## src/rtl/vrf_write_arb_pkg.sv

```systemverilog
// Shared types and helpers for the VRF write-port arbiter.
//   req_t    : one VRF write beat {vd, offset, mask, data, last, instructionIndex}
//   REQ_W    : packed width of req_t (54 bits at the default field widths)
//   rr_pick  : one-hot round-robin pick over up to MAX_REQ requesters
package vrf_write_arb_pkg;

  localparam int VD_W     = 5;
  localparam int OFFSET_W = 9;
  localparam int DATA_W   = 32;
  localparam int MASK_W   = DATA_W / 8;
  localparam int IDX_W    = 3;
  localparam int MAX_REQ  = 8;

  typedef struct packed {
    logic [VD_W-1:0]     vd;
    logic [OFFSET_W-1:0] offset;
    logic [MASK_W-1:0]   mask;
    logic [DATA_W-1:0]   data;
    logic                last;
    logic [IDX_W-1:0]    instructionIndex;
  } req_t;

  localparam int REQ_W = $bits(req_t);

  // First set bit of valid scanning ptr, ptr+1, ... modulo n (n <= MAX_REQ).
  // Bits at or above n are never set in the result.
  function automatic logic [MAX_REQ-1:0] rr_pick(input logic [MAX_REQ-1:0] valid,
                                                 input logic [2:0]         ptr,
                                                 input int                 n);
    logic [MAX_REQ-1:0] g;
    logic               found;
    int                 idx;
    g     = '0;
    found = 1'b0;
    for (int k = 0; k < MAX_REQ; k++) begin
      if (k < n) begin
        idx = (int'(ptr) + k) % n;
        if (!found && valid[idx[2:0]]) begin
          g[idx[2:0]] = 1'b1;
          found       = 1'b1;
        end
      end
    end
    return g;
  endfunction

endpackage

```

## src/rtl/vrf_write_skid.sv

```systemverilog
// Two-entry registered buffer between the arbiter and the VRF write port.
// The head register drives the outputs directly, so the VRF side sees only
// flops. Accepts whenever fewer than two entries are held (full throughput:
// a push and a pop may happen in the same cycle).
// Ports:
//   clock, reset      clock, synchronous active-high reset
//   in_valid_i/in_ready_o/in_bits_i    producer side handshake + beat
//   out_valid_o/out_ready_i/out_bits_o VRF side handshake + head beat
//   count_o           occupancy (0..2), registered
module vrf_write_skid
  import vrf_write_arb_pkg::*;
(
  input  logic       clock,
  input  logic       reset,
  input  logic       in_valid_i,
  output logic       in_ready_o,
  input  req_t       in_bits_i,
  output logic       out_valid_o,
  input  logic       out_ready_i,
  output req_t       out_bits_o,
  output logic [1:0] count_o
);

  req_t       head_q, head_d;
  req_t       tail_q, tail_d;
  logic [1:0] count_q, count_d;
  logic       push, pop;

  assign in_ready_o  = (count_q != 2'd2);
  assign out_valid_o = (count_q != 2'd0);
  assign out_bits_o  = head_q;
  assign count_o     = count_q;

  assign push = in_valid_i & in_ready_o;
  assign pop  = out_valid_o & out_ready_i;

  // With an empty buffer the head keeps the last beat that left it, so the
  // output bits never go unknown.
  always_comb begin
    head_d  = head_q;
    tail_d  = tail_q;
    count_d = count_q;
    if (pop) begin
      if (count_q == 2'd2) begin
        head_d = tail_q;
        if (push) tail_d = in_bits_i;
      end else if (push) begin
        head_d = in_bits_i;
      end
    end else if (push) begin
      if (count_q == 2'd0) head_d = in_bits_i;
      else                 tail_d = in_bits_i;
    end
    case ({push, pop})
      2'b10:   count_d = count_q + 2'd1;
      2'b01:   count_d = count_q - 2'd1;
      default: count_d = count_q;
    endcase
  end

  always_ff @(posedge clock) begin
    if (reset) begin
      head_q  <= '0;
      tail_q  <= '0;
      count_q <= 2'd0;
    end else begin
      head_q  <= head_d;
      tail_q  <= tail_d;
      count_q <= count_d;
    end
  end

endmodule

```

## src/rtl/vrf_write_arbiter.sv

```systemverilog
// Shares one lane VRF write port between NUM_REQ write producers (stage-3
// write queues, mask unit, load/store unit). Round-robin grant feeding a
// two-entry registered buffer; a beat accepted in cycle T is presented to
// the VRF in T+1, and one beat per cycle is sustained.
// Optional build macro VRF_WRITE_ARB_AGE_EN: grant goes to the valid
// requester whose instructionIndex is closest to oldestInstructionIndex
// (modular distance), ties resolved by the round-robin scan. Without it,
// oldestInstructionIndex is unused.
// Ports:
//   clock, reset                 clock, synchronous active-high reset
//   req_valid/req_ready/req_bits per-requester handshake + beat
//   vrfWriteRequest_*            VRF write port (registered head of buffer)
//   oldestInstructionIndex       oldest in-flight instruction (age mode)
//   busy                         any requester valid or buffer non-empty
module vrf_write_arbiter
  import vrf_write_arb_pkg::*;
#(
  parameter int NUM_REQ = 4
) (
  input  logic                     clock,
  input  logic                     reset,
  input  logic [NUM_REQ-1:0]       req_valid,
  output logic [NUM_REQ-1:0]       req_ready,
  input  req_t [NUM_REQ-1:0]       req_bits,
  input  logic                     vrfWriteRequest_ready,
  output logic                     vrfWriteRequest_valid,
  output logic [VD_W-1:0]          vrfWriteRequest_bits_vd,
  output logic [OFFSET_W-1:0]      vrfWriteRequest_bits_offset,
  output logic [MASK_W-1:0]        vrfWriteRequest_bits_mask,
  output logic [DATA_W-1:0]        vrfWriteRequest_bits_data,
  output logic                     vrfWriteRequest_bits_last,
  output logic [IDX_W-1:0]         vrfWriteRequest_bits_instructionIndex,
  input  logic [IDX_W-1:0]         oldestInstructionIndex,
  output logic                     busy
);

  localparam int PTR_W = (NUM_REQ > 1) ? $clog2(NUM_REQ) : 1;

  logic [PTR_W-1:0]   rrPtr_q, rrPtr_d;
  logic [NUM_REQ-1:0] elig;
  logic [NUM_REQ-1:0] grant;
  logic [MAX_REQ-1:0] elig_ext;
  logic [MAX_REQ-1:0] pick;
  logic [PTR_W-1:0]   gidx;
  req_t               sel_bits;
  req_t               head;
  logic               canFill;
  logic               fire;
  logic [1:0]         count;
  logic               unused_sink;

`ifdef VRF_WRITE_ARB_AGE_EN
  logic [NUM_REQ-1:0][IDX_W-1:0] age;
  logic [IDX_W-1:0]              min_age;

  // Age wraps modulo 2^IDX_W, so the subtraction is kept at IDX_W bits.
  always_comb begin
    age     = '0;
    min_age = '1;
    elig    = '0;
    for (int i = 0; i < NUM_REQ; i++) begin
      age[i] = req_bits[i].instructionIndex - oldestInstructionIndex;
      if (req_valid[i] && (age[i] < min_age)) min_age = age[i];
    end
    for (int i = 0; i < NUM_REQ; i++) begin
      elig[i] = req_valid[i] && (age[i] == min_age);
    end
  end

  assign unused_sink = ^pick;
`else
  assign elig        = req_valid;
  assign unused_sink = ^{pick, oldestInstructionIndex};
`endif

  always_comb begin
    elig_ext              = '0;
    elig_ext[NUM_REQ-1:0] = elig;
    pick                  = rr_pick(elig_ext, 3'(rrPtr_q), NUM_REQ);
    grant                 = pick[NUM_REQ-1:0];
  end

  always_comb begin
    sel_bits = '0;
    gidx     = '0;
    for (int i = 0; i < NUM_REQ; i++) begin
      if (grant[i]) begin
        sel_bits = req_bits[i];
        gidx     = PTR_W'(i);
      end
    end
  end

  // canFill comes from the registered occupancy, so req_ready has no path
  // from vrfWriteRequest_ready.
  assign req_ready = grant & {NUM_REQ{canFill}};
  assign fire      = |req_ready;

  always_comb begin
    rrPtr_d = rrPtr_q;
    if (fire) begin
      rrPtr_d = (gidx == PTR_W'(NUM_REQ - 1)) ? '0 : gidx + 1'b1;
    end
  end

  always_ff @(posedge clock) begin
    if (reset) rrPtr_q <= '0;
    else       rrPtr_q <= rrPtr_d;
  end

  vrf_write_skid u_skid (
    .clock       (clock),
    .reset       (reset),
    .in_valid_i  (|grant),
    .in_ready_o  (canFill),
    .in_bits_i   (sel_bits),
    .out_valid_o (vrfWriteRequest_valid),
    .out_ready_i (vrfWriteRequest_ready),
    .out_bits_o  (head),
    .count_o     (count)
  );

  assign vrfWriteRequest_bits_vd               = head.vd;
  assign vrfWriteRequest_bits_offset           = head.offset;
  assign vrfWriteRequest_bits_mask             = head.mask;
  assign vrfWriteRequest_bits_data             = head.data;
  assign vrfWriteRequest_bits_last             = head.last;
  assign vrfWriteRequest_bits_instructionIndex = head.instructionIndex;

  assign busy = (|req_valid) | (count != 2'd0);

endmodule

```

## config.mk

```make
export PLATFORM = sky130hd
export DESIGN_NAME = vrf_write_arbiter
export DESIGN_NICKNAME = d
export VERILOG_FILES = /design/src/rtl/vrf_write_arb_pkg.sv /design/src/rtl/vrf_write_skid.sv /design/src/rtl/vrf_write_arbiter.sv
export SDC_FILE = /design/constraint.sdc
export NUM_CORES = 1
export LEC_CHECK = 0
export ABC_AREA = 1
export CORE_ASPECT_RATIO = 2
export CORE_UTILIZATION = 40
export DETAILED_ROUTE_END_ITERATION = 8
export GPL_TIMING_DRIVEN = 0
export HOLD_SLACK_MARGIN = 0.05
export PLACE_DENSITY = 0.76
export SLEW_MARGIN = 20
export SYNTH_ARGS = -nofsm -noshare
export SYNTH_HDL_FRONTEND = slang
export SYNTH_HIERARCHICAL = 1
export SYNTH_SLANG_ARGS = --single-unit
```

## constraint.sdc

```tcl
create_clock -name clock -period 4.5 [get_ports clock]
set_clock_uncertainty 0.1 [all_clocks]
set_input_delay 0.675 -clock clock [delete_from_list [all_inputs] [get_ports clock]]
set_output_delay 0.675 -clock clock [all_outputs]
set_load 0.02 [all_outputs]
```

* After elaboration in Yosys (flattened, before gate mapping)
Cells that the tools add are included.
Storage, ports and cells: flip-flop bits (word level) 112, input port bits 226, output and inout port bits 60, logic and storage cells 110
Operators by class: add/sub/neg operators 6, magnitude comparators 8, eq/ne operators 7, muxes and demuxes 41, bitwise logic cells 10, reduce and logical (&&, ||, !) cells 24
Operator list (count):
- $mux W54 | 13
- $mux W4 | 4
- $lt A3 B4 Y1 const B | 3
- $mux W1 | 12
- $or A4 B4 Y4 | 3
- $reduce_or A4 Y1 | 3
- $reduce_bool A2 Y1 | 5
- $bmux W1 S3 | 3
- $demux W1 S3 | 3
- $ge A3 B1 Y1 const B | 3
- $logic_and A1 B1 Y1 | 7
- $add A2 B1 Y2 const B | 3
- $eq A2 B2 Y1 const B | 3
- $mux W2 | 3
- $reduce_and A3 Y1 | 2
- $reduce_or A2 Y1 | 3
- $add A2 B2 Y2 const B | 2
- $and A4 B4 Y4 | 1
- $lt A2 B4 Y1 const B | 1
- $ne A2 B2 Y1 const B | 2
- $pmux W2 S2 | 1
- $and A1 B1 Y1 const A | 3
- $logic_not A1 Y1 | 3
- $and A1 B1 Y1 | 2
- other kinds (8) | 8

* Logic depth before layout (Yosys ltp)
Gate-level depths: netlist of the first run.
depth in word-level cells 20, mapped depth 20, depth with buffers taken out 19

* By module
The synthesis of the first run kept the hierarchy.
By module, submodules not included:
- vrf_write_skid | instances 1, cells an instance 777, area an instance 4974.8 um2, seq. area each 2202.1 um2
- vrf_write_arbiter | instances 1, cells an instance 458, area an instance 2184.6 um2, seq. area each 40.0 um2

* Worst setup path before layout of the first run
Ideal clock, no wire load.
path type reg2reg, from register rrPtr_q[0], to register u_skid.count_q[1] (netlist: u_skid/count_o[1]), setup time 115 ps, arrival time 2642 ps, data required time 4285 ps, slack 1642 ps, stages on the path, launching flop included 18, buffers on the path 1, cells stage by stage dfxtp_1 > inv_2 > ha_1 > inv_1 > nand3_1 > nand2_1 > nand2_4 > nor2_8 > nand2_1 > nand3_1 > buf_4 > nor2_1 > nand2_1 > nand2_1 > ha_1 > or2_2 > a31oi_1 > nor2_1
On the way: word-level cells in the longest chain between the ends 17
RTL lines:
- start: declaration | line vrf_write_arbiter.sv:39 | logic [PTR_W-1:0] rrPtr_q, rrPtr_d;
- start signal: assignment | line vrf_write_arbiter.sv:108 | else rrPtr_q <= rrPtr_d;
- $add A2 B1 Y2 | line vrf_write_arb_pkg.sv:37 | idx = (int'(ptr) + k) % n;
- $reduce_or A2 Y1 (no source line)
- $and A1 B1 Y1 (no source line)
- $lt A3 B4 Y1 (implied by the code) (tied with other cells) | line vrf_write_arb_pkg.sv:39 | g[idx[2:0]] = 1'b1;
- $logic_and A1 B1 Y1 (implied by the code) or $mux W1 (tied branches) | line vrf_write_arb_pkg.sv:39, vrf_write_arb_pkg.sv:38
- $mux W1 (implied by the code) or $logic_and A1 B1 Y1 (tied branches) | line vrf_write_arb_pkg.sv:39, vrf_write_arb_pkg.sv:38
- $demux W1 S3 or $mux W1 (tied branches) | line vrf_write_arb_pkg.sv:39, vrf_write_arb_pkg.sv:38
- $or A4 B4 Y4 (no source line) or $logic_not A1 Y1 (tied branches)
- $mux W4 or $logic_and A1 B1 Y1 (tied branches) | line vrf_write_arb_pkg.sv:38 | if (!found && valid[idx[2:0]]) begin
- $or A4 B4 Y4 (no source line) or $mux W1 (tied branches)
- $mux W4 or $logic_not A1 Y1 (tied branches) | line vrf_write_arb_pkg.sv:38
- $or A4 B4 Y4 (no source line) or $logic_and A1 B1 Y1 (tied branches)
- $mux W4 (*) | line vrf_write_arb_pkg.sv:38
- $reduce_or A4 Y1 (*) | line vrf_write_arbiter.sv:114 | .in_valid_i (|grant),
- $and A1 B1 Y1 (*) | line vrf_write_skid.sv:34 | assign push = in_valid_i & in_ready_o;
- $eq A2 B1 Y1 or $eq A2 B2 Y1 (tied branches) | line vrf_write_skid.sv:54 | case ({push, pop})
- $pmux W2 S2 or $reduce_bool A2 Y1 (tied branches)
- end signal: assignment | line vrf_write_skid.sv:69 | count_q <= count_d;
- end: declaration | line vrf_write_skid.sv:26 | logic [1:0] count_q, count_d;
Mark *: on every way between the ends. The rest lies on a longest branch, timed or not. The select of a mux whose other input is x is not followed. A chain may end at the register's enable or synchronous reset.

* Worst setup path in the final report of the first run
from register rrPtr_q[0], to output req_ready[3]
On the way: word-level cells in the longest chain between the ends 14
RTL lines:
- $add A2 B1 Y2 | line vrf_write_arb_pkg.sv:37
- $reduce_or A2 Y1 (no source line)
- $and A1 B1 Y1 (no source line)
- $lt A3 B4 Y1 (implied by the code) (tied with other cells) | line vrf_write_arb_pkg.sv:39
- $logic_and A1 B1 Y1 (implied by the code) or $mux W1 (tied branches) | line vrf_write_arb_pkg.sv:39, vrf_write_arb_pkg.sv:38
- $mux W1 (implied by the code) or $logic_and A1 B1 Y1 (tied branches) | line vrf_write_arb_pkg.sv:39, vrf_write_arb_pkg.sv:38
- $demux W1 S3 or $mux W1 (tied branches) | line vrf_write_arb_pkg.sv:39, vrf_write_arb_pkg.sv:38
- $or A4 B4 Y4 (no source line) or $logic_not A1 Y1 (tied branches)
- $mux W4 or $logic_and A1 B1 Y1 (tied branches) | line vrf_write_arb_pkg.sv:38
- $or A4 B4 Y4 (no source line) or $mux W1 (tied branches)
- $mux W4 or $logic_not A1 Y1 (tied branches) | line vrf_write_arb_pkg.sv:38
- $or A4 B4 Y4 (no source line) or $logic_and A1 B1 Y1 (tied branches)
- $mux W4 (*) | line vrf_write_arb_pkg.sv:38
- $and A4 B4 Y4 (*) | line vrf_write_arbiter.sv:96 | assign req_ready = grant & {NUM_REQ{canFill}};
- end: declaration | line vrf_write_arbiter.sv:23 | output logic [NUM_REQ-1:0] req_ready,
Marked as above.

==> impl_metrics.toml, run 1 <==
[outcome]
status = "complete, no violations"

[sta]
fin_crit_ns = 4.07
slew_viol_final = 0
period_share = 0.904
worst_pin_slew_ns = 0.653
final.setup.tns_ns = 0
finalHoldViolCount = 0
finalHoldWorstSlack_ns = 0.357
max_freq_ghz = 0.246
setup_viol = 0
slew_headroom = 0.563
rsz0062_at_grt = "no"

[critical_path]
r2r_end = "u_skid/tail_q[33]$_SDFFE_PP0P_"
end_kind = "output pin"
cp-start-kind = "flop"
slowest_stage = "clkdlybuf4s50_1"
worst-r2r-setup-slack_ns = 0.76
critPathKind = "reg2out"
arrival_ns = 3.29
slowest_delay_ns = 0.56
cp.required_ns = 3.72
path_max_fanout = 10
reg2reg_depth = 16
path_cells = "inv_2, ha_1, inv_1, nand3_1, nand2_1, nand2_4, inv_2, nand3_1, nand3_2, inv_1, clkbuf_1, nor2_1, clkdlybuf4s50_1"
timing.rr.start = "rrPtr_q[0]$_SDFFE_PP0P_"

[die]
io_pins = 286
dieArea_sq_um = 18500
rows = 68
core_area_sq_um = 17400
die-width_um = 96.6
die_height_um = 191
start_util = 0.412

[global_routing]
grt_usage = 0.275
grt_first_pass_wirelength_um = 40700
grt_max_degree = 21
grt-ovfl-total = 0
antenna_found_initial = 0
grt_pass1_vias = 8272

[placement]
io_buffers = 282
dpl_cell_area_sq_um = 10200
gp_congestion = 0.863
dpl.hpwl_um = 20300

[clock_tree]
cts.sinks = 112
clockBufferDepth = 2
cts_setup_buffers = 0
cts_hold_buf = 0
cts_buffers = 9
root_buffer = "clkbuf_16"
clk-insertion-delay-late_ns = 0.34
clkSlewWorstSetupHoldPaths_ns = 0.07
cts_tree = "yes"
cts_resized = 0
cts_max_level = 3

[logic_synthesis]
synth_fa_ha_area_frac = 0.0122
synthesis.area_sq_um = 7160
syn-num-nets = 1468
synth_top_family_by_area = "simple AND/OR/NAND/NOR gates"
synth-compound-area-share = 0.155
synth.avg_cell_area_sq_um = 5.80
synth-edff-count = 0
synth_xor_area_frac = 0
syn_inst = 1235
synth-seq-cells = 112
yosysWarnings = 6
synth_flop_cell = "dfxtp_1"
yosysUniqueCellTypes = 27
ys_async_sr_fraction = 0
yosys-mux-area-fraction = 0
yosysSeqAreaShare = 0.313
synthSimpleGateAreaFrac = 0.395

[run]
max_cap_violations = 0

[power]
power_density_nw_per_um2 = 857
p_leak_nw = 4.85
ir_worst_vdd_v = 0.000421

[detailed_routing]
drtIter0Drc = 384
num_vias = 8609
drc = 0
wirelength_um = 25800
dr_wl_met3_um = 1260
ant_nets = 0
post_drt_wl_per_cell_um = 14.8
viasPerCell = 4.94
top_layer = "met4"
wl_met1_um = 9400
firstDrtPassIters = 5
met2WireLength_um = 14300

[layout]
drive_gt1_frac = 0.0646
design_area_sq_um = 10600
layout_commonest_cell = "nand2_1"
final_util = 0.608
syn2layout_area_growth_pct = 47.5
final_cell_mix = "nand2_1 (401), clkdlybuf4s50_1 (282), nor2_1 (173)"
diodes = 0
nets = 1761

[hold_path]
min_path_type = "reg2reg"
worstHoldPathCells = 2
min_to = "u_skid/tail_q[15]$_SDFFE_PP0P_"
hold_start = "u_skid/tail_q[15]$_SDFFE_PP0P_"
-- final cells by class --
type / count / area (sq um)
Fill cell: 1743 / 6800
Multi-Input combinational cell: 915 / 4030
Timing Repair Buffer: 282 / 2820
Sequential cell: 112 / 2240
Inverter: 131 / 492
Buffer: 77 / 394
Tap cell: 210 / 263
Clock buffer: 9 / 225
Clock inverter: 7 / 87.6
-- power breakdown --
part,internal (mW),switching [mW],total [mW]
Combinational,2.39,4.30,6.70
Clock,0.445,0.391,0.836
Sequential,1.37,0.151,1.52
-- Yosys cell counts (2+ instances only) --
master	n	area, sq um
nand2_2	19	119
buf_6	4	45.0
nor2_4	2	22.5
nand3_1	76	380
o21ai_1	24	120
nand4_1	2	12.5
dfxtp_1	112	2240
nand3_2	6	60.1
a21oi_1	112	561
buf_2	33	165
nand2_1	401	1510
clkbuf_1	25	93.8
buf_1	8	30.0
nor2_1	173	649
inv_2	5	18.8
o21ai_0	85	425
buf_4	6	45.0
nand2_4	3	33.8
inv_1	125	469
ha_1	7	87.6
-- critical path, delay by kind of cell, from the launching register on --
family | cells | cell delay (ns)
buffers and inverters | 6 | 1.43
AND/OR/NAND/NOR | 6 | 0.58
flip-flops | 1 | 0.54
adder cells (fa/ha/maj) | 1 | 0.37
-- sequential cells by signal, indices dropped and copies added (netlist names) --
signal             flops
u_skid/out_bits_o     54
u_skid/tail_q         54
rrPtr_q                2
u_skid/count_o         2
-- how the worst max path moves through the flow --
| stage | start | endpoint | slack, ns |
|---|---|---|---|
| 4_1_cts | rrPtr_q[0]$_SDFFE_PP0P_ | req_ready[3] | 0.41 |
| 5_1_grt | rrPtr_q[0]$_SDFFE_PP0P_ | req_ready[3] | 0.25 |
| 2_1_floorplan | rrPtr_q[0]$_SDFFE_PP0P_ | u_skid/count_o[1]$_SDFFE_PP0P_ | 1.64 |
| 3_3_place_gp | req_valid[1] | req_ready[3] | 0.54 |
| 6_report | rrPtr_q[0]$_SDFFE_PP0P_ | req_ready[3] | 0.43 |
| 3_5_place_dp | req_valid[1] | req_ready[3] | 0.56 |
-- routing by layer --
layer / vias to the layer above / GRT usage
li1: 4421 / -
met5: - / 0
met2: 305 / 0.542
met4: 0 / 0.122
met3: 47 / 0.0329
met1: 3836 / 0.285
-- stage by stage --
stage,setup slack [ns],power [mW],cells
final,0.432,9.05,1743
after global placement,0.544,8.10,1727
after floorplan,1.64,6.12,1235
after global routing,0.250,10.0,1743
after detailed placement,0.558,8.21,1727
after CTS,0.415,9.07,1743
-- cells by family after synthesis --
kind of cell	count (synthesis)
simple gates	686
fa+ha+maj	7
flops	112
buf+inv	208
compound gates	222
Note: power is estimated with default switching activity, not from simulation.
==> run 2: changes to the inputs <==
--- a/config.mk
+++ b/config.mk
@@ -9,9 +9,10 @@
 export CORE_ASPECT_RATIO = 2
 export CORE_UTILIZATION = 40
 export DETAILED_ROUTE_END_ITERATION = 8
+export DONT_BUFFER_PORTS = 1
 export GPL_TIMING_DRIVEN = 0
 export HOLD_SLACK_MARGIN = 0.05
-export PLACE_DENSITY = 0.76
+export PLACE_DENSITY = 0.55
 export SLEW_MARGIN = 20
 export SYNTH_ARGS = -nofsm -noshare
 export SYNTH_HDL_FRONTEND = slang
==> impl_metrics.toml, run 2 (synthesized netlist as in run 1, its figures left out) <==
[critical_path]
end_kind = "flop"
cp_num_buf_inv = 5
path_max_fanout = 10
r2r_end = "u_skid/tail_q[34]$_SDFFE_PP0P_"
slowest_delay_ns = 0.57
cp.required_ns = 4.68
worst-r2r-setup-slack_ns = 0.76
cp-start-kind = "flop"
critPathKind = "reg2reg"
path_cells = "inv_2, ha_1, inv_1, nand3_1, nand2_1, nand2_4, nor2_8, nand2_1, nand3_2, buf_2, nor2_1, nand2_1, nand3_1, buf_2, buf_2, a21oi_1"
reg2reg_depth = 16
cpLargestDelayFamily = "simple AND/OR/NAND/NOR gates"
slowest_stage = "dfxtp_1"
timing.rr.start = "rrPtr_q[0]$_SDFFE_PP0P_"
arrival_ns = 3.92

[power]
ir_worst_vdd_v = 0.000489
p_leak_nw = 3.77
power_density_nw_per_um2 = 1110

[placement]
dpl_cell_area_sq_um = 7420
dpl_worst_slack_ns = 0.751
dpl.hpwl_um = 19600
dp.cells = 1445
io_buffers = 0
gp_congestion = 0.850

[global_routing]
top_usage_layer = "met2"
grt_max_degree = 18
met3_usage = 0.0614
grt-ovfl-total = 0
use_met1 = 0.257
grt_pass1_vias = 7426
grt_usage = 0.269
grt_first_pass_wirelength_um = 38400
grt_use_met2 = 0.538
antenna_found_initial = 1

[die]
die_height_um = 191
start_util = 0.412
dieArea_sq_um = 18500
rows = 68
core_area_sq_um = 17400
die-width_um = 96.6
io_pins = 286

[layout]
layout_commonest_cell = "nand2_1"
fin_cells = 1462
syn2layout_area_growth_pct = 8.20
final_cell_mix = "nand2_1 (401), nor2_1 (173), inv_1 (125)"
nets = 1479
design_area_sq_um = 7750
drive_gt1_frac = 0.0791

[clock_tree]
clkSlewWorstSetupHoldPaths_ns = 0.08
cts_max_level = 3
cts_hold_buf = 0
clk-insertion-delay-late_ns = 0.35
cts_tree = "yes"
root_buffer = "clkbuf_16"
cts_buffers = 9
cts_resized = 0
clockBufferDepth = 2
cts_setup_buffers = 0
cts.sinks = 112

[detailed_routing]
drtIter0Drc = 302
post_drt_wl_per_cell_um = 17.2
wirelength_um = 25100
viasPerCell = 5.09
num_vias = 7440
ant_nets = 0
drc = 0
firstDrtPassIters = 4

[sta]
final.setup.tns_ns = 0
slew_viol_final = 0
fin_crit_ns = 3.74
period_share = 0.831
fin_ws_ns = 0.760
setup_viol = 0
rsz0062_at_grt = "no"
worst_pin_slew_ns = 0.708
slew_headroom = 0.526
max_freq_ghz = 0.267
finalHoldViolCount = 0
finalHoldWorstSlack_ns = 0.354

[hold_path]
min_to = "u_skid/tail_q[36]$_SDFFE_PP0P_"
hold_start = "u_skid/tail_q[36]$_SDFFE_PP0P_"
worstHoldPathCells = 2
min_path_type = "reg2reg"

[run]
max_cap_violations = 0

[outcome]
status = "complete, no violations"
[run 2: cell type report]
class                           instances  area [sq um]
Antenna cell                            1          2.50
Buffer                                 77           394
Clock buffer                           10           239
Clock inverter                          6          82.6
Fill cell                            1967          9610
Inverter                              131           492
Multi-Input combinational cell        915          4030
Sequential cell                       112          2240
Tap cell                              210           263
[run 2: metrics by stage]
stage | power (mW) | utilization
global placement | 7.74 | 0.428
global route | 9.58 | 0.446
finish | 8.63 | 0.446
CTS | 8.68 | 0.446
detailed placement | 7.78 | 0.428
floorplan | 6.12 | -
[run 2: worst register-to-register path: stages, from the launching register on]
cell and delay (ns):
dfxtp_1 0.57, inv_2 0.17, ha_1 0.39, inv_1 0.12
nand3_1 0.09, nand2_1 0.11, nand2_4 0.08, nor2_8 0.14
nand2_1 0.07, nand3_2 0.13, buf_2 0.33, nor2_1 0.07
nand2_1 0.19, nand3_1 0.39, buf_2 0.34, buf_2 0.22
a21oi_1 0.17
[run 2: per-layer routing]
layer	part of all wire	wire, um
met5	0	0
met3	0.063	1570
met4	0.028	694
met1	0.35	8890
met2	0.56	13900
[run 2: how the worst max path moves through the flow]
stage,start,to,slack (ns),depth (start not counted)
2_1_floorplan,rrPtr_q[0]$_SDFFE_PP0P_,u_skid/count_o[1]$_SDFFE_PP0P_,1.64,17
3_3_place_gp,rrPtr_q[0]$_SDFFE_PP0P_,u_skid/tail_q[12]$_SDFFE_PP0P_,0.77,16
3_5_place_dp,rrPtr_q[0]$_SDFFE_PP0P_,u_skid/tail_q[36]$_SDFFE_PP0P_,0.75,16
4_1_cts,rrPtr_q[0]$_SDFFE_PP0P_,u_skid/tail_q[34]$_SDFFE_PP0P_,0.74,16
5_1_grt,rrPtr_q[0]$_SDFFE_PP0P_,u_skid/tail_q[32]$_SDFFE_PP0P_,0.52,16
6_report,rrPtr_q[0]$_SDFFE_PP0P_,u_skid/tail_q[34]$_SDFFE_PP0P_,0.76,16
[run 2: where the power goes]
| group | switching, mW | internal [mW] |
|---|---|---|
| clock network | 0.374 | 0.501 |
| logic | 4.08 | 1.92 |
| registers | 0.387 | 1.37 |
| total | 4.84 | 3.78 |
